### src/rtl/serial_and_16_pkg.sv
// Shared definitions for the bit-serial word AND: FSM state encoding and default width.
package serial_and_16_pkg;

    localparam int DEFAULT_WIDTH = 16;

    // 2'd3 is unused; the FSM treats it as illegal and recovers to IDLE.
    typedef enum logic [1:0] {
        ST_IDLE  = 2'd0,
        ST_SHIFT = 2'd1,
        ST_DONE  = 2'd2
    } state_t;

endpackage

### src/rtl/serial_and_16_and_0.sv
// Single 1-bit AND gate, reused once per clock as the serial compute element.
module and_0 (
    input  logic a,
    input  logic b,
    output logic y
);

    assign y = a & b;

endmodule

### src/rtl/serial_and_16.sv
// Bit-serial word AND: accepts an operand pair, ANDs one bit per clock LSB first
// through one shared gate, then offers the result over a valid/ready handshake.
module serial_and_16
    import serial_and_16_pkg::*;
#(
    parameter int WIDTH = DEFAULT_WIDTH
) (
    input  logic             clk,
    input  logic             rst_n,
    input  logic             in_valid,
    output logic             in_ready,
    input  logic [WIDTH-1:0] a,
    input  logic [WIDTH-1:0] b,
    output logic             out_valid,
    input  logic             out_ready,
    output logic [WIDTH-1:0] out,
    output logic             busy
);

    localparam int CW = $clog2(WIDTH);

    state_t           state_q, state_d;
    logic [CW-1:0]    cnt_q, cnt_d;
    logic [WIDTH-1:0] a_sr_q, a_sr_d;
    logic [WIDTH-1:0] b_sr_q, b_sr_d;
    logic [WIDTH-1:0] res_sr_q, res_sr_d;
    logic [WIDTH-1:0] out_q, out_d;
    logic             out_valid_q, out_valid_d;
    logic             busy_q, busy_d;
    logic             bit_and;
    logic [WIDTH-1:0] res_shifted;

    and_0 u_and_0 (
        .a (a_sr_q[0]),
        .b (b_sr_q[0]),
        .y (bit_and)
    );

    // New bit enters at the MSB so that after WIDTH shifts bit 0 lands at index 0.
    assign res_shifted = {bit_and, res_sr_q[WIDTH-1:1]};

    always_comb begin
        state_d  = state_q;
        cnt_d    = cnt_q;
        a_sr_d   = a_sr_q;
        b_sr_d   = b_sr_q;
        res_sr_d = res_sr_q;
        out_d    = out_q;

        case (state_q)
            ST_IDLE: begin
                if (in_valid) begin
                    a_sr_d   = a;
                    b_sr_d   = b;
                    res_sr_d = '0;
                    cnt_d    = '0;
                    state_d  = ST_SHIFT;
                end
            end
            ST_SHIFT: begin
                res_sr_d = res_shifted;
                a_sr_d   = a_sr_q >> 1;
                b_sr_d   = b_sr_q >> 1;
                cnt_d    = cnt_q + CW'(1);
                if (cnt_q == CW'(WIDTH - 1)) begin
                    out_d   = res_shifted;
                    cnt_d   = '0;
                    state_d = ST_DONE;
                end
            end
            ST_DONE: begin
                if (out_ready) begin
                    state_d = ST_IDLE;
                end
            end
            default: begin
                state_d = ST_IDLE;
            end
        endcase

        out_valid_d = (state_d == ST_DONE);
        busy_d      = (state_d == ST_SHIFT) || (state_d == ST_DONE);
    end

    always_ff @(posedge clk or negedge rst_n) begin
        if (!rst_n) begin
            state_q     <= ST_IDLE;
            cnt_q       <= '0;
            a_sr_q      <= '0;
            b_sr_q      <= '0;
            res_sr_q    <= '0;
            out_q       <= '0;
            out_valid_q <= 1'b0;
            busy_q      <= 1'b0;
        end else begin
            state_q     <= state_d;
            cnt_q       <= cnt_d;
            a_sr_q      <= a_sr_d;
            b_sr_q      <= b_sr_d;
            res_sr_q    <= res_sr_d;
            out_q       <= out_d;
            out_valid_q <= out_valid_d;
            busy_q      <= busy_d;
        end
    end

    assign in_ready  = (state_q == ST_IDLE);
    assign out_valid = out_valid_q;
    assign out       = out_q;
    assign busy      = busy_q;

endmodule

### config.mk
export PLATFORM = sky130hd
export DESIGN_NAME = serial_and_16
export DESIGN_NICKNAME = d
export VERILOG_FILES = /design/src/rtl/serial_and_16_pkg.sv /design/src/rtl/serial_and_16_and_0.sv /design/src/rtl/serial_and_16.sv
export SDC_FILE = /design/constraint.sdc
export NUM_CORES = 1
export LEC_CHECK = 0
export ABC_AREA = 1
export BUFFER_PORTS_ARGS = -buffer_cell sky130_fd_sc_hd__buf_2
export CAP_MARGIN = 25
export CORE_MARGIN = 4
export CORE_UTILIZATION = 59
export DETAILED_ROUTE_END_ITERATION = 7
export GPL_TIMING_DRIVEN = 0
export PLACE_DENSITY = 0.88
export SYNTH_ARGS = -nofsm -noshare
export SYNTH_HDL_FRONTEND = slang
export SYNTH_SLANG_ARGS = --single-unit
### constraint.sdc
create_clock -name clk -period 2.75 [get_ports clk]
set_clock_uncertainty 0.15 [all_clocks]
set_input_delay 0.4125 -clock clk [delete_from_list [all_inputs] [get_ports clk]]
set_output_delay 0.4125 -clock clk [all_outputs]
set_load 0.005 [all_outputs]
==> impl_summary.md, run 1 <==
Clock tree
The TritonCTS buffer count is 9. Counting along the longest clock path gives a buffer depth of 2. The clock drives 71 sinks. The number of cells upsized or downsized after cts is 0. The hold buffer count at cts is 0. The cell chosen for the clock root is sky130_fd_sc_hd__clkbuf_8.

The CTS tree is done. The number of setup buffers added after CTS is 0. The H-tree generated during clock tree synthesis spans 3 levels. The clock latency at the later pin of the worst-skew pair is 0.34 ns.

The clock input transition at the sequential cells of the worst setup and hold paths is 0.07 ns.

Timing
Derived from the worst setup path, the maximum achievable clock frequency is 487 MHz. The final period demand of the worst path is 2.05 ns. In the finished design, the share of the clock period the worst path needs comes to 0.746.

Measured against its own limit, the worst slew margin works out to 0.430. The number of failing setup endpoints in the final timing report is 0. Setup repair after global routing left no endpoint under its margin. The final-report hold violation count is 0. Setup slack on the critical path of the routed design comes to 0.698 ns. The slew at the pin closest to its max-slew limit is 0.855 ns. The count of pins over their slew limit came to 0. Setup total negative slack on the finished layout was measured at 0 ns.

Placement
Input and output buffers added on the ports amount to 54. Before CTS, the worst setup slack after placement is 0.753 ns. The detailed-placement wirelength estimate is 4400 um.

The global placer's final weighted congestion is 0.770.

Yosys
The main combinational cell family by area after synthesis is simple AND/OR/NAND/NOR gates. The share of synthesized area spent on multiplexers is 0. The synthesized cell area is 3070 sq um. The synthesized area divided by synthesized cell count is 7.93 sq um.

The area fraction in and, or, nand and nor cells after synthesis is 0.311. The number of distinct library cells after synthesis is 19. The share of the synthesized area in compound gates (AO/OA/AOI/OAI) is 0.0481.

The total number of yosys warnings is 0. Of the synthesized area, sequential elements account for 0.579. Synthesis produced a netlist whose cell count is 387. Of the total synthesized cell area, the portion taken by full adders, half adders and majority gates is 0.00815.

The synthesized netlist net count is 425. The synthesized flop and latch total is 71. Of the total synthesized cell area, the portion taken by XOR and XNOR cells is 0.00285.

Floorplanning
The die is 80.1 um tall. The site row count is 25. The full die area is 6420 sq um. The initial utilization of the core area, before any placement, comes to 0.629. The number of placed I/O pins is 55.

The core footprint is 4880 sq um. The floorplan step set the die width to 80.1 um.

Worst setup path
The arrival time of the worst setup path is 2.14 ns. The endpoint kind of the worst setup timing path is a register. The type of the setup path with the least slack is reg2reg.

At the worst endpoint, the required time is 2.84 ns. The type of element launching the critical path is a register. Of all nets on the critical path, the largest fanout is 10.

Global route
The number of antenna violations at the first check in global routing is 0. The first-pass GRT wire length is 11000 um. The via count of the first global-routing pass is 2410. The largest net degree at the start of global routing is 72. After global routing the overflow that remains totals 0. In the global route stage, overall resource usage came out at 0.223.

Detailed routing
The first routing iteration left 173 violations. Once detail routing completed, the nets flagged for antenna violations numbered 0. The number of remaining DRC errors is 0. The routed wire length per instance is 12.4 um. The number of detailed-routing iterations run before antenna repair is 5. The met3 routed wirelength is 357 um.

The count of vias placed by the detailed router is 2590. The met1 routed wirelength after detailed routing is 2910 um. The highest metal layer carrying signal wires in the routed design is met4. For this block, the routed nets add up to 6500 um of wire. In the routed layout, each cell is associated on average with a via count of 4.94. Wire segments on met2 add up to 3070 um in the final route.

Layout
In the layout the commonest cells are 242 x sky130_fd_sc_hd__nand2_1, 71 x sky130_fd_sc_hd__dfrtp_1, 62 x sky130_fd_sc_hd__buf_2, 20 x sky130_fd_sc_hd__o21ai_0, 14 x sky130_fd_sc_hd__inv_1. The signed area change from the synthesized netlist to the final layout is 18.5%. The final-stage net count is 490. Of the cells placed in the final design, the portion with a size suffix greater than 1 is 0.184. The most frequent standard cell in the layout excluding fill and tap cells is sky130_fd_sc_hd__nand2_1. The number of inserted diodes is 0.

Run
The tool flagged a number of max-cap violations equal to 0.

Power and ir drop
Summed over all cells, the static leakage comes to 2.08 nW. The power per cell area is 1060 nW/um^2. IR analysis of the VDD net gives a maximum drop of 0.474 mV.

Status
The run finished with clean final reports.

Hold path
The path type of the worst min-delay path is in2async.
## routing by layer
layer | vias to the layer above | track usage
met4 | 0 | 0.0929
li1 | 1305 | -
met2 | 76 | 0.343
met5 | - | 0
met3 | 16 | 0.0448
met1 | 1193 | 0.309
## area by class of cell
class	instances	area, sq um
Timing Repair Buffer	54	273
Buffer	18	97.6
Inverter	16	60.1
Sequential cell	71	1780
Tap cell	67	83.8
Clock buffer	14	173
Fill cell	379	1240
Multi-Input combinational cell	282	1130
Clock inverter	2	37.5
## flip-flops by register name, summed over array words and instances, names as in the netlist
signal and count:
b_sr_q 16, out_valid 1, busy 1, res_sr_q 15, a_sr_q 16, cnt_q 4
state_q 2, out 16
## power breakdown
part / switching (mW) / total, mW / internal [mW]
clock network: 0.377 / 0.871 / 0.495
logic: 0.835 / 1.32 / 0.487
registers: 0.231 / 1.66 / 1.43
## synth_stat cells (all sizes together)
master  number  area share
o21ai       26       0.044
nand4        1      0.0020
nand3        5      0.0082
inv         16       0.020
o22ai        1      0.0020
clkbuf       6      0.0073
nor2         3      0.0045
nand2      242        0.30
ha           2      0.0082
xnor2        1      0.0029
buf         12       0.024
dfrtp       71        0.58
o31ai        1      0.0024
## final timing paths
check / cells after the start / slack, ns / start / end
min in group clk: 2 / 0.15 / out_ready / state_q[1]$_DFF_PN0_
hold reg to reg: 2 / 0.32 / out[13]$_DFFE_PN0P_ / out[13]$_DFFE_PN0P_
setup / recovery: 8 / 0.70 / cnt_q[0]$_DFFE_PN0P_ / busy$_DFF_PN0_
setup reg to reg: 8 / 0.70 / cnt_q[0]$_DFFE_PN0P_ / busy$_DFF_PN0_
hold / removal: 1 / 0.03 / rst_n / b_sr_q[8]$_DFFE_PN0P_
max in group asynchronous: 1 / 1.87 / rst_n / out[3]$_DFFE_PN0P_
## through the flow
stage | instance area [sq um] | hold slack [ns] | total power, mW | utilization | cells
global route | 3640 | 0.0976 | 4.18 | 0.745 | 524
finish | 3640 | 0.0251 | 3.86 | 0.745 | 524
CTS | 3640 | 0.0616 | 3.87 | 0.745 | 524
detailed placement | 3430 | 0.307 | 2.99 | 0.702 | 508
floorplan | 3070 | -0.0331 | 2.57 | - | 387
global placement | 3420 | 0.298 | 2.92 | 0.702 | 508
## kinds of logic (layout without fill, tap and decap cells)
logic type	count (synthesis)	after routing
AND/OR/NAND/NOR	251	251
flip-flops	71	71
buffers and inverters	34	104
AO/OA/AOI/OAI	28	28
adder cells (fa/ha/maj)	2	2
XOR/XNOR	1	1
## critical path: stages (launching register included)
cell,delay [ns]
sky130_fd_sc_hd__dfrtp_1,0.44
sky130_fd_sc_hd__ha_1,0.26
sky130_fd_sc_hd__nand3_1,0.14
sky130_fd_sc_hd__inv_1,0.05
sky130_fd_sc_hd__nand2_1,0.18
sky130_fd_sc_hd__buf_2,0.26
sky130_fd_sc_hd__o31ai_1,0.13
sky130_fd_sc_hd__ha_1,0.29
sky130_fd_sc_hd__inv_1,0.03
Power figures use the tool's default switching activity.
==> run 2: changes to the inputs <==
CORE_UTILIZATION = 50   (was 59)
PLACE_DENSITY = 0.8   (was 0.88)
clock period = 1.8 ns   (was 2.75 ns; I/O delays follow)
==> impl_summary.md, run 2 (same netlist as run 1, synthesis figures left out) <==
Clock tree
The H-tree depth reported by CTS is 3 (unchanged). The cell chosen for the clock root is sky130_fd_sc_hd__clkbuf_8. The number of sinks handled by clock tree synthesis was 71 (unchanged). The clock latency at the later pin of the worst-skew pair was 0.35 ns (about the same). The clock tree buffer depth came to 2 (unchanged).

The clock input transition at the sequential cells of the worst setup and hold paths is 0.08 ns (about the same). TritonCTS built the clock tree. The TritonCTS buffer count is 9 (unchanged).

Worst setup path
The arrival time of the worst setup path is 1.84 ns (-0.30 ns). STA classifies the critical path endpoint as a register. The critical path is of the reg2reg type.

STA classifies the critical path startpoint as a register. The beginning of the worst register-to-register path is cnt_q[0]$_DFFE_PN0P_. The count of cells along the worst register-to-register path is 8 (unchanged). The data required time at the worst endpoint came to 1.95 ns (-0.89 ns). The worst reg2reg path endpoint is busy$_DFF_PN0_. The maximum net fanout on the critical path is 7 (-3). The beginning of the critical path is cnt_q[0]$_DFFE_PN0P_.

Following the worst setup path forward leads to its endpoint at busy$_DFF_PN0_. The register-to-register setup slack is 0.11 ns (-0.58 ns).

Placement
The number of buffers added on ports is 54 (unchanged). The pre-CTS setup slack came to -0.295 ns (-1.05 ns). The number of placed instances, taps included is 516 (+1.6%). The global placer's final weighted congestion is 0.790 (+2.6%). The detailed-placement wirelength estimate is 4480 um (+1.8%).

Detailed routing
The wire length reported by the detailed router came to 6690 um (+2.9%). The number of detailed-routing iterations run before antenna repair is 4 (-1). The count of routing violations after the opening detailed-route iteration is 180 (+4.0%).

The average via count per standard cell is 4.83 (-2.3%). The count of vias placed by the detailed router is 2607 (+0.66%). The routed wire length per instance came to 12.4 um (-0.16%). The count of antenna-violating nets left after detailed routing was 0 (unchanged). The number of remaining DRC errors was 0 (unchanged).

Timing
The number of failing setup endpoints in the final timing report came to 0 (unchanged). Setup repair after global routing left no endpoint under its margin. The final period demand of the worst path is 1.69 ns (-0.365 ns). The count of pins over their slew limit is 0 (unchanged). The slew at the pin closest to its max-slew limit is 0.868 ns (+0.0129 ns). The worst path setup slack after routing was 0.113 ns (-0.585 ns). The final worst-path cycle share is 0.937 (+0.191). The worst-case headroom to the max-slew limit is 0.422 (-0.00862). The achievable clock frequency is 593 MHz (+22%). The final worst hold slack is 0.0461 ns (+0.0210 ns). The final-report hold violation count came to 0 (unchanged).

Power and ir drop
The cell leakage power is 2.11 nW (+1.2%). The post-route total power is 5.76 mW (+49%). The worst supply voltage drop on vdd is 0.818 mV (+73%). The power per cell area is 1560 nW/um^2 (+47%).

Floorplanning
The core footprint is 5960 sq um (+22%). The full die area came to 7460 sq um (+16%). The initial core utilization came to 0.515 (-0.114). The number of placed I/O pins is 55 (unchanged). The horizontal extent of the die is 86.3 um (+7.8%).

The site row count is 28 (+12%). The floorplan die height is 86.3 um (+7.8%).

Layout
The ratio of cells with drive above 1 in the final layout is 0.200 (+0.0162). The final-stage net count is 498 (+1.6%). In the layout the commonest cells are 241 x sky130_fd_sc_hd__nand2_1, 70 x sky130_fd_sc_hd__dfrtp_1, 61 x sky130_fd_sc_hd__buf_2, 20 x sky130_fd_sc_hd__o21ai_0, 14 x sky130_fd_sc_hd__inv_1. The post-route non-filler standard cell count was 540 (+3.1%). The signed area change from the synthesized netlist to the final layout is 20.5%. The most frequent standard cell in the layout excluding fill and tap cells is sky130_fd_sc_hd__nand2_1. The core occupancy in the finished layout came to 0.621 (-0.124). The number of inserted diodes is 0 (unchanged).

Global route
The overall overflow remaining after global route came to 0 (unchanged). The largest net degree at the start of global routing is 72 (unchanged). The number of antenna violations at the first check in global routing is 0 (unchanged). The global-route usage over all layers is 0.195 (-0.0279). The first-pass GRT wire length came to 11400 um (+3.8%). The via count of the first global-routing pass is 2488 (+3.2%).

Status
The run finished with clean final reports.

Hold path
The path type of the worst min-delay path is in2reg. The start point of the worst hold path is a[14].

Run
The number of max-cap violations is 0 (unchanged).
[run 2: how the worst min path moves through the flow]
stage | end | depth (start not counted)
6_report | a_sr_q[14]$_DFFE_PN0P_ | 5
5_1_grt | state_q[0]$_DFF_PN0_ | 3
2_1_floorplan | a_sr_q[0]$_DFFE_PN0P_ | 0
3_5_place_dp | a_sr_q[13]$_DFFE_PN0P_ | 1
4_1_cts | state_q[1]$_DFF_PN0_ | 2
3_3_place_gp | out[5]$_DFFE_PN0P_ | 2
[run 2: repair_timing]
item                       in CTS  in global routing
resized for setup               4                  3
setup endpoints to repair       3                  8
hold endpoints to repair       72                  1
hold buffers                    2                  1
buffers inserted                1                  4
[run 2: cell type report]
class / count / area [sq um]
fill: 558 / 2260
sequential: 71 / 1780
multi-input combinational: 282 / 1140
timing repair buffer: 62 / 340
clock buffer: 11 / 141
buffer: 18 / 108
tap: 75 / 93.8
inverter: 16 / 60.1
clock inverter: 5 / 33.8
[run 2: per-stage QoR]
| step | setup TNS (ns) | cell area (sq um) |
|---|---|---|
| floorplan | 0 | 3070 |
| global placement | -4.51 | 3430 |
| detailed placement | -0.473 | 3440 |
| CTS | 0 | 3650 |
| global route | 0 | 3700 |
| finish | 0 | 3700 |
[run 2: report_power, final]
| part | internal (mW) | switching [mW] |
|---|---|---|
| Sequential | 2.19 | 0.329 |
| Combinational | 0.800 | 1.31 |
| Clock | 0.535 | 0.593 |
[run 2: critical path, stage by stage (launching register included)]
cell and delay [ns]:
sky130_fd_sc_hd__dfrtp_1 0.37, sky130_fd_sc_hd__ha_2 0.20, sky130_fd_sc_hd__nand3_1 0.12, sky130_fd_sc_hd__inv_1 0.12, sky130_fd_sc_hd__nand2_4 0.10, sky130_fd_sc_hd__buf_8 0.14, sky130_fd_sc_hd__o31ai_1 0.10, sky130_fd_sc_hd__ha_1 0.30
sky130_fd_sc_hd__inv_1 0.05
[run 2: per-layer routing]
layer  GRT usage  up-vias  wire, um
met3      0.0418       12       355
met1       0.266     1201      3010
met2       0.307       72      3200
met4      0.0737        0       121
met5           0        -         0
li1            -     1322         -
==> run 3: changes to the inputs <==
PLACE_DENSITY = 0.79   (was 0.8)
SYNTH_HIERARCHICAL = 1   (was default)
==> impl_summary.md, run 3 <==
Run
The number of max-cap violations is 0 (unchanged).

Layout
The sequential cell area is 1780 sq um (about the same). The number of inserted diodes is 0 (unchanged). The signed area change from the synthesized netlist to the final layout is 17.2%. The ratio of cells with drive above 1 in the final layout came to 0.201 (+0.000855). The area used by multi-input combinational logic is 1210 sq um (+5.4%). The post-route non-filler standard cell count was 543 (+0.56%). In the layout the commonest cells are 242 x sky130_fd_sc_hd__nand2_1, 71 x sky130_fd_sc_hd__dfrtp_1, 61 x sky130_fd_sc_hd__buf_2, 27 x sky130_fd_sc_hd__o21ai_0, 13 x sky130_fd_sc_hd__inv_1.

The final-stage net count is 504 (+1.2%). The most frequent standard cell in the layout excluding fill and tap cells is sky130_fd_sc_hd__nand2_1. The number of filler instances in the final layout was 526 (-5.7%).

Worst setup path
The worst path buffer plus inverter count came to 1 (-2). The arrival time of the worst setup path is 1.29 ns (-0.55 ns). The largest individual stage delay along the critical path comes from the cell sky130_fd_sc_hd__dfrtp_1. The type of the setup path with the least slack is reg2out. STA classifies the critical path startpoint as a register. The data required time at the worst endpoint came to 1.38 ns (-0.57 ns). The depth of the critical timing path with buffers and inverters included is 2 (-6). Among cell families on the critical path, the largest total delay comes from flip-flops. The worst setup path is captured at a primary output.

The count of cells along the worst register-to-register path is 7 (-1). The maximum net fanout on the critical path came to 4 (-3). The largest stage delay on the critical path was 0.46 ns (+0.09 ns). The signal on the critical path passes through nor2_1 -> buf_2.

Detailed routing
The count of antenna-violating nets left after detailed routing is 0 (unchanged). The routed wire length per instance is 12.4 um (about the same). The number of detailed-routing iterations run before antenna repair is 4 (unchanged). The count of vias placed by the detailed router was 2707 (+3.8%). The count of routing violations after the opening detailed-route iteration was 116 (-36%).

The number of remaining DRC errors is 0 (unchanged). The average via count per standard cell is 4.99 (+3.3%). The wire length reported by the detailed router is 6730 um (+0.64%).

Global route
The number of antenna violations at the first check in global routing is 0 (unchanged). The global-route usage over all layers is 0.196 (+0.00114). The met1 track utilization from global routing is 0.253 (-0.0127). The met3 routing resource usage after global routing is 0.0386 (-0.00326). The via count of the first global-routing pass is 2542 (+2.2%). The first-pass GRT wire length is 11600 um (+2.1%). The largest net degree at the start of global routing is 72 (unchanged). The overall overflow remaining after global route was 0 (unchanged).

The most congested layer reported by global routing is met2. The met2 global-route usage is 0.313 (+0.00564).

Timing
The number of failing setup endpoints in the final timing report is 0 (unchanged). The final-report hold violation count came to 0 (unchanged). Setup repair after global routing left no endpoint under its margin. The slew at the pin closest to its max-slew limit came to 0.869 ns (+0.00141 ns). The count of pins over their slew limit is 0 (unchanged). The worst path setup slack after routing is 0.0934 ns (-0.0200 ns). The final setup TNS was 0 ns (unchanged). The worst-case headroom to the max-slew limit is 0.421 (-0.000943). The achievable clock frequency came to 586 MHz (-1.2%).

The final worst-path cycle share came to 0.948 (+0.0111). The final period demand of the worst path is 1.71 ns (+0.0200 ns). The final worst hold slack is 0.0107 ns (-0.0354 ns).

Hold path
The path type of the worst min-delay path is in2reg. The number of cells traversed by the worst hold path was 3 (-2).

Yosys
The sequential element share of the synthesized area is 0.557 (-0.0216). The number of distinct library cells after synthesis is 21 (+2). The total number of yosys warnings is 6 (+6). The share of flip-flops with an asynchronous set or reset after synthesis is 1.00 (unchanged).

In the post-synthesis netlist, the cell with the most instances is sky130_fd_sc_hd__nand2_1. The synthesized netlist net count is 436 (+2.6%). The share of the synthesized area in the top cell type is 0.557 (-0.0216). In the synthesized netlist the dominant register cell turns out to be sky130_fd_sc_hd__dfrtp_1. The biggest area contributor in the post-synthesis netlist is sky130_fd_sc_hd__dfrtp_1.

The synthesized flop and latch total is 71 (unchanged). Ranked by total cell area, the synthesized netlist is headed by sky130_fd_sc_hd__dfrtp_1 56%, sky130_fd_sc_hd__nand2_1 28%, sky130_fd_sc_hd__o21ai_0 4.2%. The number of synthesized flops with an enable pin is 0 (unchanged). The gate count after technology mapping is 398 (+2.8%). The synthesized cell area is 3190 sq um (+3.9%).

The commonest cells after synthesis are 242 x sky130_fd_sc_hd__nand2_1, 71 x sky130_fd_sc_hd__dfrtp_1, 27 x sky130_fd_sc_hd__o21ai_0. The synthesized area divided by synthesized cell count is 8.01 sq um (+1.0%).

Placement
The number of buffers added on ports is 54 (unchanged). The global placer's final weighted congestion is 0.777 (-1.6%). The detailed-placement wirelength estimate is 4600 um (+2.7%).

The pre-CTS setup slack came to -0.127 ns (+0.168 ns). The number of placed instances, taps included is 527 (+2.1%).

Power and ir drop
The worst supply voltage drop on vdd is 0.849 mV (+3.8%). The post-route total power was 5.81 mW (+0.81%). The cell leakage power is 2.15 nW (+2.3%).

The power per cell area was 1560 nW/um^2 (-0.13%).

Clock tree
The CTS tree is done. The clock input transition at the sequential cells of the worst setup and hold paths was 0.07 ns (about the same). The number of sinks handled by clock tree synthesis is 71 (unchanged). The cell chosen for the clock root is sky130_fd_sc_hd__clkbuf_8. The clock tree buffer depth is 2 (unchanged). The H-tree depth reported by CTS was 3 (unchanged). The clock latency at the later pin of the worst-skew pair came to 0.35 ns (about the same).

The number of cells upsized or downsized after cts is 0 (-4). The TritonCTS buffer count came to 9 (unchanged).

Floorplanning
The horizontal extent of the die is 87.9 um (+1.7%). The full die area is 7720 sq um (+3.5%). The site row count is 28 (unchanged). The initial core utilization was 0.526 (+0.0107). The number of placed I/O pins is 55 (unchanged). The floorplan die height is 87.9 um (+1.7%). The core footprint was 6060 sq um (+1.8%).

Status
The run finished with clean final reports.
run 3: changes by cell type after synthesis, moves of 2 or more:
cell,previous run,this run
sky130_fd_sc_hd__o21ai_0,20,27
sky130_fd_sc_hd__buf_6,2,7
sky130_fd_sc_hd__clkbuf_1,6,3
sky130_fd_sc_hd__o21ai_1,5,7
run 3: logic make-up after synthesis:
| logic type | after synthesis | share of synthesized area |
|---|---|---|
| AND/OR/NAND/NOR | 252 | 0.307 |
| flip-flops | 71 | 0.557 |
| AO/OA/AOI/OAI | 36 | 0.0604 |
| buffers and inverters | 36 | 0.0644 |
| adder cells (fa/ha/maj) | 2 | 0.00785 |
| XOR/XNOR | 1 | 0.00275 |
run 3: path summary, 6_finish.rpt:
check                                     start                  endpoint  slack (ns)
setup / recovery           state_q[0]$_DFF_PN0_                  in_ready        0.09
hold / removal                            a[15]    a_sr_q[15]$_DFFE_PN0P_        0.01
setup reg to reg           state_q[1]$_DFF_PN0_            busy$_DFF_PN0_        0.13
hold reg to reg              out[3]$_DFFE_PN0P_        out[3]$_DFFE_PN0P_        0.32
max in group asynchronous                 rst_n    b_sr_q[13]$_DFFE_PN0P_        0.50
min in group asynchronous                 rst_n  res_sr_q[11]$_DFFE_PN0P_        0.43
run 3: through the flow:
stage                     utilization  instance area (sq um)
after floorplan                     -                   3190
after global placement          0.586                   3550
after detailed placement        0.586                   3550
after CTS                       0.613                   3710
after global routing            0.616                   3730
final                           0.616                   3730
run 3: layout make-up:
class / instances / share of cell area
sequential: 71 / 0.476
multi-input combinational: 291 / 0.323
timing repair buffer: 58 / 0.0817
clock buffer: 11 / 0.0379
buffer: 19 / 0.0379
tap: 75 / 0.0251
inverter: 16 / 0.0161
clock inverter: 2 / 0.00268
run 3: metal layers:
metal	up-vias	wire length, um
met2	69	3230
met5	-	0
li1	1356	-
met4	0	170
met1	1270	2960
met3	12	366
run 3: timing repair:
action | CTS | global route
hold buffers | 1 | 0
setup endpoints to repair | 2 | 11
buffers inserted | 0 | 3
hold endpoints to repair | 71 | 0
run 3: report_power, final:
part | leakage, nW | internal [mW] | switching [mW]
Combinational | 1.14 | 0.850 | 1.35
Clock | 0.0809 | 0.510 | 0.554
Sequential | 0.935 | 2.19 | 0.357
run 3: tightest hold or removal path: stages:
cell and delay (ns):
sky130_fd_sc_hd__buf_2 0.08, sky130_fd_sc_hd__nand3_1 0.06, sky130_fd_sc_hd__nand2_1 0.06
